## src/rtl/uart_pkg.sv

```systemverilog
// uart_pkg: shared FSM state type, frame constants and baud divider helper
package uart_pkg;
  typedef enum logic [1:0] {IDLE, START, DATA, STOP} state_t;
  localparam int DATA_BITS = 8;
  localparam int FRAME_BITS = 10;
  function automatic int baud_div(input int clk_freq, input int baud);
    return clk_freq / baud;
  endfunction
endpackage

```

## src/rtl/uart_sync_fifo.sv

```systemverilog
// uart_sync_fifo: synchronous FIFO with first-word fall-through read port
module uart_sync_fifo #(
  parameter int WIDTH = 8,
  parameter int DEPTH = 8
) (
  input  logic             clk,
  input  logic             rst_n,
  input  logic             push,
  input  logic             pop,
  input  logic [WIDTH-1:0] din,
  output logic [WIDTH-1:0] dout,
  output logic             full,
  output logic             empty
);
  localparam int AW = $clog2(DEPTH);
  if (DEPTH < 2 || (DEPTH & (DEPTH - 1)) != 0) begin : g_depth_chk
    $error("uart_sync_fifo: DEPTH must be a power of two >= 2");
  end
  logic [WIDTH-1:0] mem_q [DEPTH];
  logic [AW-1:0]    wptr_q, rptr_q;
  logic [AW:0]      cnt_q;
  logic             do_push, do_pop;
  assign full    = cnt_q == (AW+1)'(DEPTH);
  assign empty   = cnt_q == '0;
  assign do_push = push && !full;
  assign do_pop  = pop && !empty;
  assign dout    = mem_q[rptr_q];
  always_ff @(posedge clk) begin
    if (do_push) mem_q[wptr_q] <= din;
  end
  always_ff @(posedge clk or negedge rst_n) begin
    if (!rst_n) begin
      wptr_q <= '0;
      rptr_q <= '0;
      cnt_q  <= '0;
    end else begin
      if (do_push) wptr_q <= wptr_q + 1'b1;
      if (do_pop) rptr_q <= rptr_q + 1'b1;
      cnt_q <= cnt_q + (AW+1)'(do_push) - (AW+1)'(do_pop);
    end
  end
endmodule

```

## src/rtl/uart_tx_fifo.sv

```systemverilog
// uart_tx_fifo: 8N1 UART transmitter fed from a byte FIFO, frames sent back-to-back
module uart_tx_fifo
  import uart_pkg::*;
#(
  parameter int CLK_FREQ   = 100_000_000,
  parameter int BAUD       = 115200,
  parameter int FIFO_DEPTH = 8
) (
  input  logic       clk,
  input  logic       rst_n,
  input  logic [7:0] wr_data,
  input  logic       wr_en,
  output logic       full,
  output logic       overflow,
  output logic       busy,
  output logic       tx
);
  localparam int DIV = baud_div(CLK_FREQ, BAUD);
  localparam int CW  = DIV < 2 ? 1 : $clog2(DIV);
  if (DIV < 2) begin : g_div_chk
    $error("uart_tx_fifo: CLK_FREQ/BAUD must be >= 2");
  end
  state_t        state_q;
  logic [CW-1:0] baud_q;
  logic [2:0]    bit_q;
  logic [7:0]    shift_q;
  logic          tx_q, ovf_q;
  logic [7:0]    dout;
  logic          empty, pop, bit_end;
  assign bit_end  = baud_q == CW'(DIV - 1);
  // The head is consumed from IDLE or exactly at the end of a stop bit, giving gapless frames.
  assign pop      = !empty && (state_q == IDLE || (state_q == STOP && bit_end));
  assign busy     = state_q != IDLE || !empty;
  assign tx       = tx_q;
  assign overflow = ovf_q;
  uart_sync_fifo #(.WIDTH(8), .DEPTH(FIFO_DEPTH)) u_fifo (
    .clk  (clk),
    .rst_n(rst_n),
    .push (wr_en),
    .pop  (pop),
    .din  (wr_data),
    .dout (dout),
    .full (full),
    .empty(empty)
  );
  always_ff @(posedge clk or negedge rst_n) begin
    if (!rst_n) begin
      state_q <= IDLE;
      baud_q  <= '0;
      bit_q   <= '0;
      shift_q <= '0;
      tx_q    <= 1'b1;
      ovf_q   <= 1'b0;
    end else begin
      if (wr_en && full) ovf_q <= 1'b1;
      baud_q <= bit_end ? '0 : baud_q + 1'b1;
      case (state_q)
        IDLE: begin
          baud_q <= '0;
          if (!empty) begin
            state_q <= START;
            shift_q <= dout;
            bit_q   <= '0;
            tx_q    <= 1'b0;
          end
        end
        START: if (bit_end) begin
          state_q <= DATA;
          tx_q    <= shift_q[0];
        end
        DATA: if (bit_end) begin
          if (bit_q == 3'(DATA_BITS - 1)) begin
            state_q <= STOP;
            tx_q    <= 1'b1;
          end else begin
            bit_q   <= bit_q + 3'd1;
            shift_q <= shift_q >> 1;
            tx_q    <= shift_q[1];
          end
        end
        STOP: if (bit_end) begin
          if (!empty) begin
            state_q <= START;
            shift_q <= dout;
            bit_q   <= '0;
            tx_q    <= 1'b0;
          end else begin
            state_q <= IDLE;
            tx_q    <= 1'b1;
          end
        end
      endcase
    end
  end
endmodule

```

## config.mk

```make
export PLATFORM = sky130hd
export DESIGN_NAME = uart_tx_fifo
export DESIGN_NICKNAME = d
export VERILOG_FILES = /design/src/rtl/uart_pkg.sv /design/src/rtl/uart_sync_fifo.sv /design/src/rtl/uart_tx_fifo.sv
export SDC_FILE = /design/constraint.sdc
export NUM_CORES = 1
export LEC_CHECK = 0
export ABC_CLOCK_PERIOD_IN_PS = 3000
export CAP_MARGIN = 20
export CORE_ASPECT_RATIO = 1.25
export CORE_MARGIN = 5
export CORE_UTILIZATION = 57
export DETAILED_ROUTE_END_ITERATION = 12
export DONT_BUFFER_PORTS = 1
export PLACE_DENSITY = 0.72
export RECOVER_POWER = 50
export SLEW_MARGIN = 20
export SYNTH_ARGS = -nofsm -noshare
export SYNTH_HDL_FRONTEND = slang
export SYNTH_SLANG_ARGS = --single-unit
```

## constraint.sdc

```tcl
create_clock -name clk -period 3 [get_ports clk]
set_clock_uncertainty 0.05 [all_clocks]
set_input_delay 0.45 -clock clk [delete_from_list [all_inputs] [get_ports clk]]
set_output_delay 0.45 -clock clk [all_outputs]
set_load 0.005 [all_outputs]
```

# ---- Word level (Yosys, flattened, before mapping)
# Memories as Yosys holds them, arrays and structs flattened.
# Cells that the tools add are included.
# W data, S select, Z words.
dict set report word_totals {
  mem_count 1
  ramBits 64
  output_inout_bits 4
  word_cells 72
  regBits 35
  input_bits 11
}
# name depth width rd rd_ports_with_merged_regs wr line_no
set mem_list {}
lappend mem_list {u_fifo.mem_q 8 8 1 0 1 uart_sync_fifo.sv:19} ;# logic [WIDTH-1:0] mem_q [DEPTH];
dict set report classes {
  eq_ne 12
  reduce_logical 16
  n_addsub 6
  mux 28
}
# op n
set op_table {}
lappend op_table {{$mux W8} 4}
lappend op_table {{$pmux W8 S3} 1}
lappend op_table {{$mux W10} 2}
lappend op_table {{$mux W3} 4}
lappend op_table {{$ne A2 B2 Y1 const B} 6}
lappend op_table {{$add A10 B1 Y10 const B} 1}
lappend op_table {{$eq A10 B10 Y1 const B} 1}
lappend op_table {{$mux W2} 5}
lappend op_table {{$add A3 B1 Y3 const B} 3}
lappend op_table {{$mux W1} 9}
lappend op_table {{$pmux W3 S3} 1}
lappend op_table {{$pmux W2 S4} 1}
lappend op_table {{$reduce_and A4 Y1} 2}
lappend op_table {{$logic_and A1 B1 Y1} 5}
lappend op_table {{$reduce_and A5 Y1} 1}
lappend op_table {{$add A4 B1 Y4} 1}
lappend op_table {{$eq A2 B2 Y1 const B} 2}
lappend op_table {{$eq A4 B4 Y1 const B} 1}
lappend op_table {{$logic_not A4 Y1} 1}
lappend op_table {{$pmux W1 S4} 1}
lappend op_table {{$sub A4 B1 Y4} 1}
lappend op_table {{$eq A3 B3 Y1 const B} 1}
lappend op_table {{$reduce_bool A3 Y1} 1}
lappend op_table {{$eq A2 B1 Y1 const B} 1}
lappend op_table {{other kinds (4)} 6}

# ---- Longest topological paths before layout
dict set report logic_depth {
  depth_word 6
  ltp_mapped 10
}

# ---- Cells and area by module
# From an unflattened synthesis, not the netlist that was laid out.
dict set report hier_totals {
  hier_cells 273
  hier_area_um2 4474.3
}
# module cells_per_inst seq_area_each_um2 n_inst area_each_um2
set modules_own_cells {}
lappend modules_own_cells {uart_sync_fifo 150 2172.1 1 3067.9}
lappend modules_own_cells {uart_tx_fifo 123 626.9 1 1406.3}

# ---- Worst setup path before layout
# Ideal clock, no wire load.
dict set report synth_path {
  kind {register to register}
  from {reg u_fifo.cnt_q[2]}
  to {reg u_fifo.cnt_q[2]}
  arrival_ps 2224
  setup_ps 123
  t_required_ps 2827
  path_buffers 0
  synth_period_minus_slack_ps 2396
  stages_incl_launch_ff 11
  setup_slack_ps 604
  path_cell_list {dfrtp_1 -> inv_1 -> ha_1 -> nor3b_1 -> nor2_1 -> ha_1 -> inv_1 -> ha_1 -> inv_1 -> fa_1 -> xnor2_1}
}
dict set report synth_via {
  elab_chain_cells 5
  elab_cells_between_ends 9
  cone_classes {add/sub (2); eq/ne (1); reduce/logical (6)}
}
# item line_no
set synth_rtl {}
lappend synth_rtl {{from (decl)} uart_sync_fifo.sv:21} ;# logic [AW:0] cnt_q;
lappend synth_rtl {{from (signal assigned)} uart_sync_fifo.sv:39} ;# cnt_q <= cnt_q + (AW+1)'(do_push) - (AW+1)'(do_pop);
lappend synth_rtl {{$logic_not A4 Y1 (*)} uart_sync_fifo.sv:24} ;# assign empty = cnt_q == '0;
lappend synth_rtl {{$logic_not A1 Y1 (*)} {uart_sync_fifo.sv:26, uart_tx_fifo.sv:32}}
lappend synth_rtl {{$logic_and A1 B1 Y1} uart_tx_fifo.sv:32} ;# assign pop = !empty && (state_q == IDLE || (state_q == STOP && bit_end));
lappend synth_rtl {{$logic_and A1 B1 Y1 (*)} uart_sync_fifo.sv:26} ;# assign do_pop = pop && !empty;
lappend synth_rtl {{via u_fifo.do_pop} uart_sync_fifo.sv:22} ;# logic do_push, do_pop;
lappend synth_rtl {{$sub A4 B1 Y4 (*)} uart_sync_fifo.sv:39}
# Mark *: on every way through the listed nets, which the timed path passes. The rest lies on a longest branch.
# A chain may end at the register's enable or synchronous reset.

# ---- Worst setup path after layout
dict set report layout_path {
  from {reg baud_q[0]}
  to {reg u_fifo.cnt_q[2]}
}
dict set report layout_via {
  elab_chain_cells 6
}
# item line_no
set layout_rtl {}
lappend layout_rtl {{from (decl)} uart_tx_fifo.sv:24} ;# logic [CW-1:0] baud_q;
lappend layout_rtl {{from (signal assigned)} uart_tx_fifo.sv:56} ;# baud_q <= bit_end ? '0 : baud_q + 1'b1;
lappend layout_rtl {{$eq A10 B10 Y1} uart_tx_fifo.sv:30} ;# assign bit_end = baud_q == CW'(DIV - 1);
lappend layout_rtl {{$logic_and A1 B1 Y1} uart_tx_fifo.sv:32}
lappend layout_rtl {{$logic_or A1 B1 Y1} uart_tx_fifo.sv:32}
lappend layout_rtl {{$logic_and A1 B1 Y1} uart_tx_fifo.sv:32}
lappend layout_rtl {{$logic_and A1 B1 Y1} uart_sync_fifo.sv:26}
lappend layout_rtl {{via u_fifo.do_pop} uart_sync_fifo.sv:22}
lappend layout_rtl {{$sub A4 B1 Y4} uart_sync_fifo.sv:39}
# The timed path passes the listed nets, and every way through them passes these cells.

==> metrics.md <==
| Metric | Value |
|---|---|
| Max VDD drop | 418 uV |
| Die Y | ~110 um |
| Share of layout cells above drive strength 1 | 16.6% |
| Slew Limit Fails | 36 |
| Most frequent cells in the layout | edfxtp_1 (64), dfrtp_1 (34), nor2_1 (22) |
| Wire per inst | ~18 um |
| Initial DRC count | 78 |
| Post-route cell area | 0.00478 mm2 |
| H-tree levels | 3 |
| Asr flop ratio synth | 35.4% |
| Final GP Congestion | 0.809 |
| Final Setup Violations | 0 |
| Max Cap Violations | 1 |
| Die span in x | 89.0 um |
| Setup WS pre-CTS | ~440 ps |
| Worst-margin pin slew | 1850 ps |
| CTS Buf Count | 9 |
| Setup crit start kind | flop |
| Placed instance area | ~0.0046 mm2 |
| Critical Path AT | 2740 ps |
| Post-synth cell types | 42 |
| Post-Syn Instances | 282 |
| CP startpoint | baud_q[0] |
| Synthesized Nets | 311 |
| Fill cells | 561 |
| Multi-input gate area | 0.00150 mm2 |
| Clock Path Buffers | 2 |
| Compound-Gate Fraction of Synth Area | 3.04% |
| Post-Route WL | between 7000 and 8000 um |
| Starting density of the core | a little under 60% |
| Synth Area in Simple Gates | 7.40% |
| Commonest non-fill, non-tap cell in the layout | edfxtp_1 |
| Mapped Area | 0.00444 mm2 |
| CTS root buf | clkbuf_8 |
| Clock Pin Slew Worst Setup and Hold Paths | 100 ps |
| WS Path Type | reg -> reg |
| Reg area | 0.00280 mm2 |
| Utilization after layout | 62.1% |
| Row Count | 36 |
| Status | finished, violations left |
| CTS resizes | 0 |
| Hold Path Stages | 0 |
| Min cycle time layout | around 2500 ps |
| Number of nets with antenna violations after routing | 0 |
| HP Start | wr_data[6] |
| Number of global-route vias before repair | 2,359 |
| Leakage power | 0.00183 uW |
| DRC errors left | 0 |
| Syn Area/Cell | 15.8 um2 |
| Adder-Cell Fraction of Synth Area | approximately 5.2% |
| Worst hold path class | in -> reg |
| XOR/XNOR Fraction of Synth Area | 2.76% |
| Final hold vios | 0 |
| Core Region | slightly below 0.008 mm2 |
| Sequential share of the synthesized area | 63.0% |
| Multiplexer share of the synthesized area | 15.3% |
| Sink Count | 99 |
| First-pass detailed-route iteration total | 4 |
| Reg2reg start | baud_q[0] |
| Main combinational cell family by area after synthesis | multiplexers |
| Worst R2R Path Depth | 10 |
| Initial antenna violation count | 0 |
| Post-DP HPWL | 4760 um |
| Area Overhead vs Synth | 7.60% |
| Crit-path max FO | 6 |
| CP endpoint kind | flop |
| Fin crit share | ~85% |
| IO Pins | 15 |
| CTS tree | done |
| Diode count | 0 |
| Skew-Pair Late Insertion Delay | 350 ps |
| Peak Freq | 0.393 GHz |
| IO buf count | 0 |
| RSZ-0062 raised after global routing | false |
| Nets | 325 |
| Failing checks | capacitance limit, slew limit |
| Slew Limit Headroom | -23.1% |
| Pwr dens | 637 mW/mm2 |
| Post-synthesis register bit count | 99 |
| Gr usage total | 16.4% |
| Number of synthesis warnings | 0 |
| Die footprint | 0.00967 mm2 |
| Hold buffers post-CTS | 2 |
| Dominant synthesized flop cell | edfxtp_1 |
| Vias per cell | 5.66 |
| Final worst slack | roughly 450 ps |
| Largest net degree at the start of global routing | 36 |
| Post-synth EDFFs | 64 |
| Grt ovf | 0 |
| First-pass GRT wire length | 11,500 um |
| Critical Path RT | approximately 3200 ps |
| Post-CTS setup buffers | 0 |
| Via count | 2,242 |
| Setup_tns | 0 ps |
## power breakdown
part | internal (uW) | leakage (uW) | switching (uW)
logic | 211 | 0.000717 | 240
registers | 1660 | 0.00101 | 85.3
clock network | 392 | 0.000104 | 461
total | 2260 | 0.00183 | 786
## final timing paths
| check | to | slack [ps] |
|---|---|---|
| min reg2reg | u_fifo.rptr_q[0] | 420 |
| max | u_fifo.cnt_q[2] | 450 |
| min in group asynchronous | baud_q[4] | 1100 |
| min | u_fifo.mem_q[4][6] | 130 |
| max in group asynchronous | baud_q[5] | 730 |
| max reg2reg | u_fifo.cnt_q[2] | 450 |
## state kept, by name, summed over array words and instances (netlist names)
register       flops
baud_q            10
bit_q              3
overflow           1
shift_q            8
state_q            2
tx                 1
u_fifo.cnt_q       4
u_fifo.mem_q      64
u_fifo.rptr_q      3
u_fifo.wptr_q      3
## Yosys cell counts (8+ instances only)
cell | n | area [um2]
inv_1 | 15 | 56.3
o21ai_0 | 8 | 40.0
ha_1 | 17 | 213
nand2_1 | 16 | 60.1
xor2_1 | 10 | 87.6
edfxtp_1 | 64 | 1920
mux4_1 | 11 | 289
mux2i_1 | 10 | 100
dfrtp_1 | 34 | 851
mux2_4 | 8 | 120
nor2_1 | 22 | 82.6
## stage by stage
stage | hold WS (ps) | power, uW | instances
2_1_floorplan | 104 | 2070 | 282
3_5_place_dp | 106 | 2230 | 378
5_1_grt | 104 | 3210 | 396
6_report | 133 | 3050 | 396
4_1_cts | 114 | 3090 | 396
3_3_place_gp | 106 | 2200 | 378
## layer usage
metal  up-vias  global-route usage, %  routed length (um)
met4         0                   6.28                  81
met2        29                   27.9                3780
met1      1133                   19.4                3010
li1       1072                      -                   -
met3         8                   4.91                 245
met5         -                      0                   0
## kinds of logic (layout without fill, tap and decap cells)
| family | Yosys count | in the layout |
|---|---|---|
| simple gates | 65 | 65 |
| xor+xnor | 14 | 14 |
| mux | 39 | 39 |
| flops | 99 | 99 |
| buf+inv | 27 | 46 |
| compound gates | 20 | 20 |
| fa+ha+maj | 18 | 18 |
## worst max-delay path: stages (launching register included)
cell     delay, ps
dfrtp_1        390
ha_1           210
nor3b_4        290
a41oi_1        190
nor2_1         260
ha_1           280
inv_1           60
ha_1           150
inv_1           50
fa_1           380
xnor2_1        130
## cell type report
cell class                      count  area share (%)
Sequential cell                    99            58.5
Multi-Input combinational cell    156            31.3
Clock buffer                        9            2.59
Tap cell                           95            2.49
Timing Repair Buffer               15            2.33
Clock inverter                      7            1.57
Inverter                           15            1.18
Note: power is estimated with default switching activity, not from simulation.
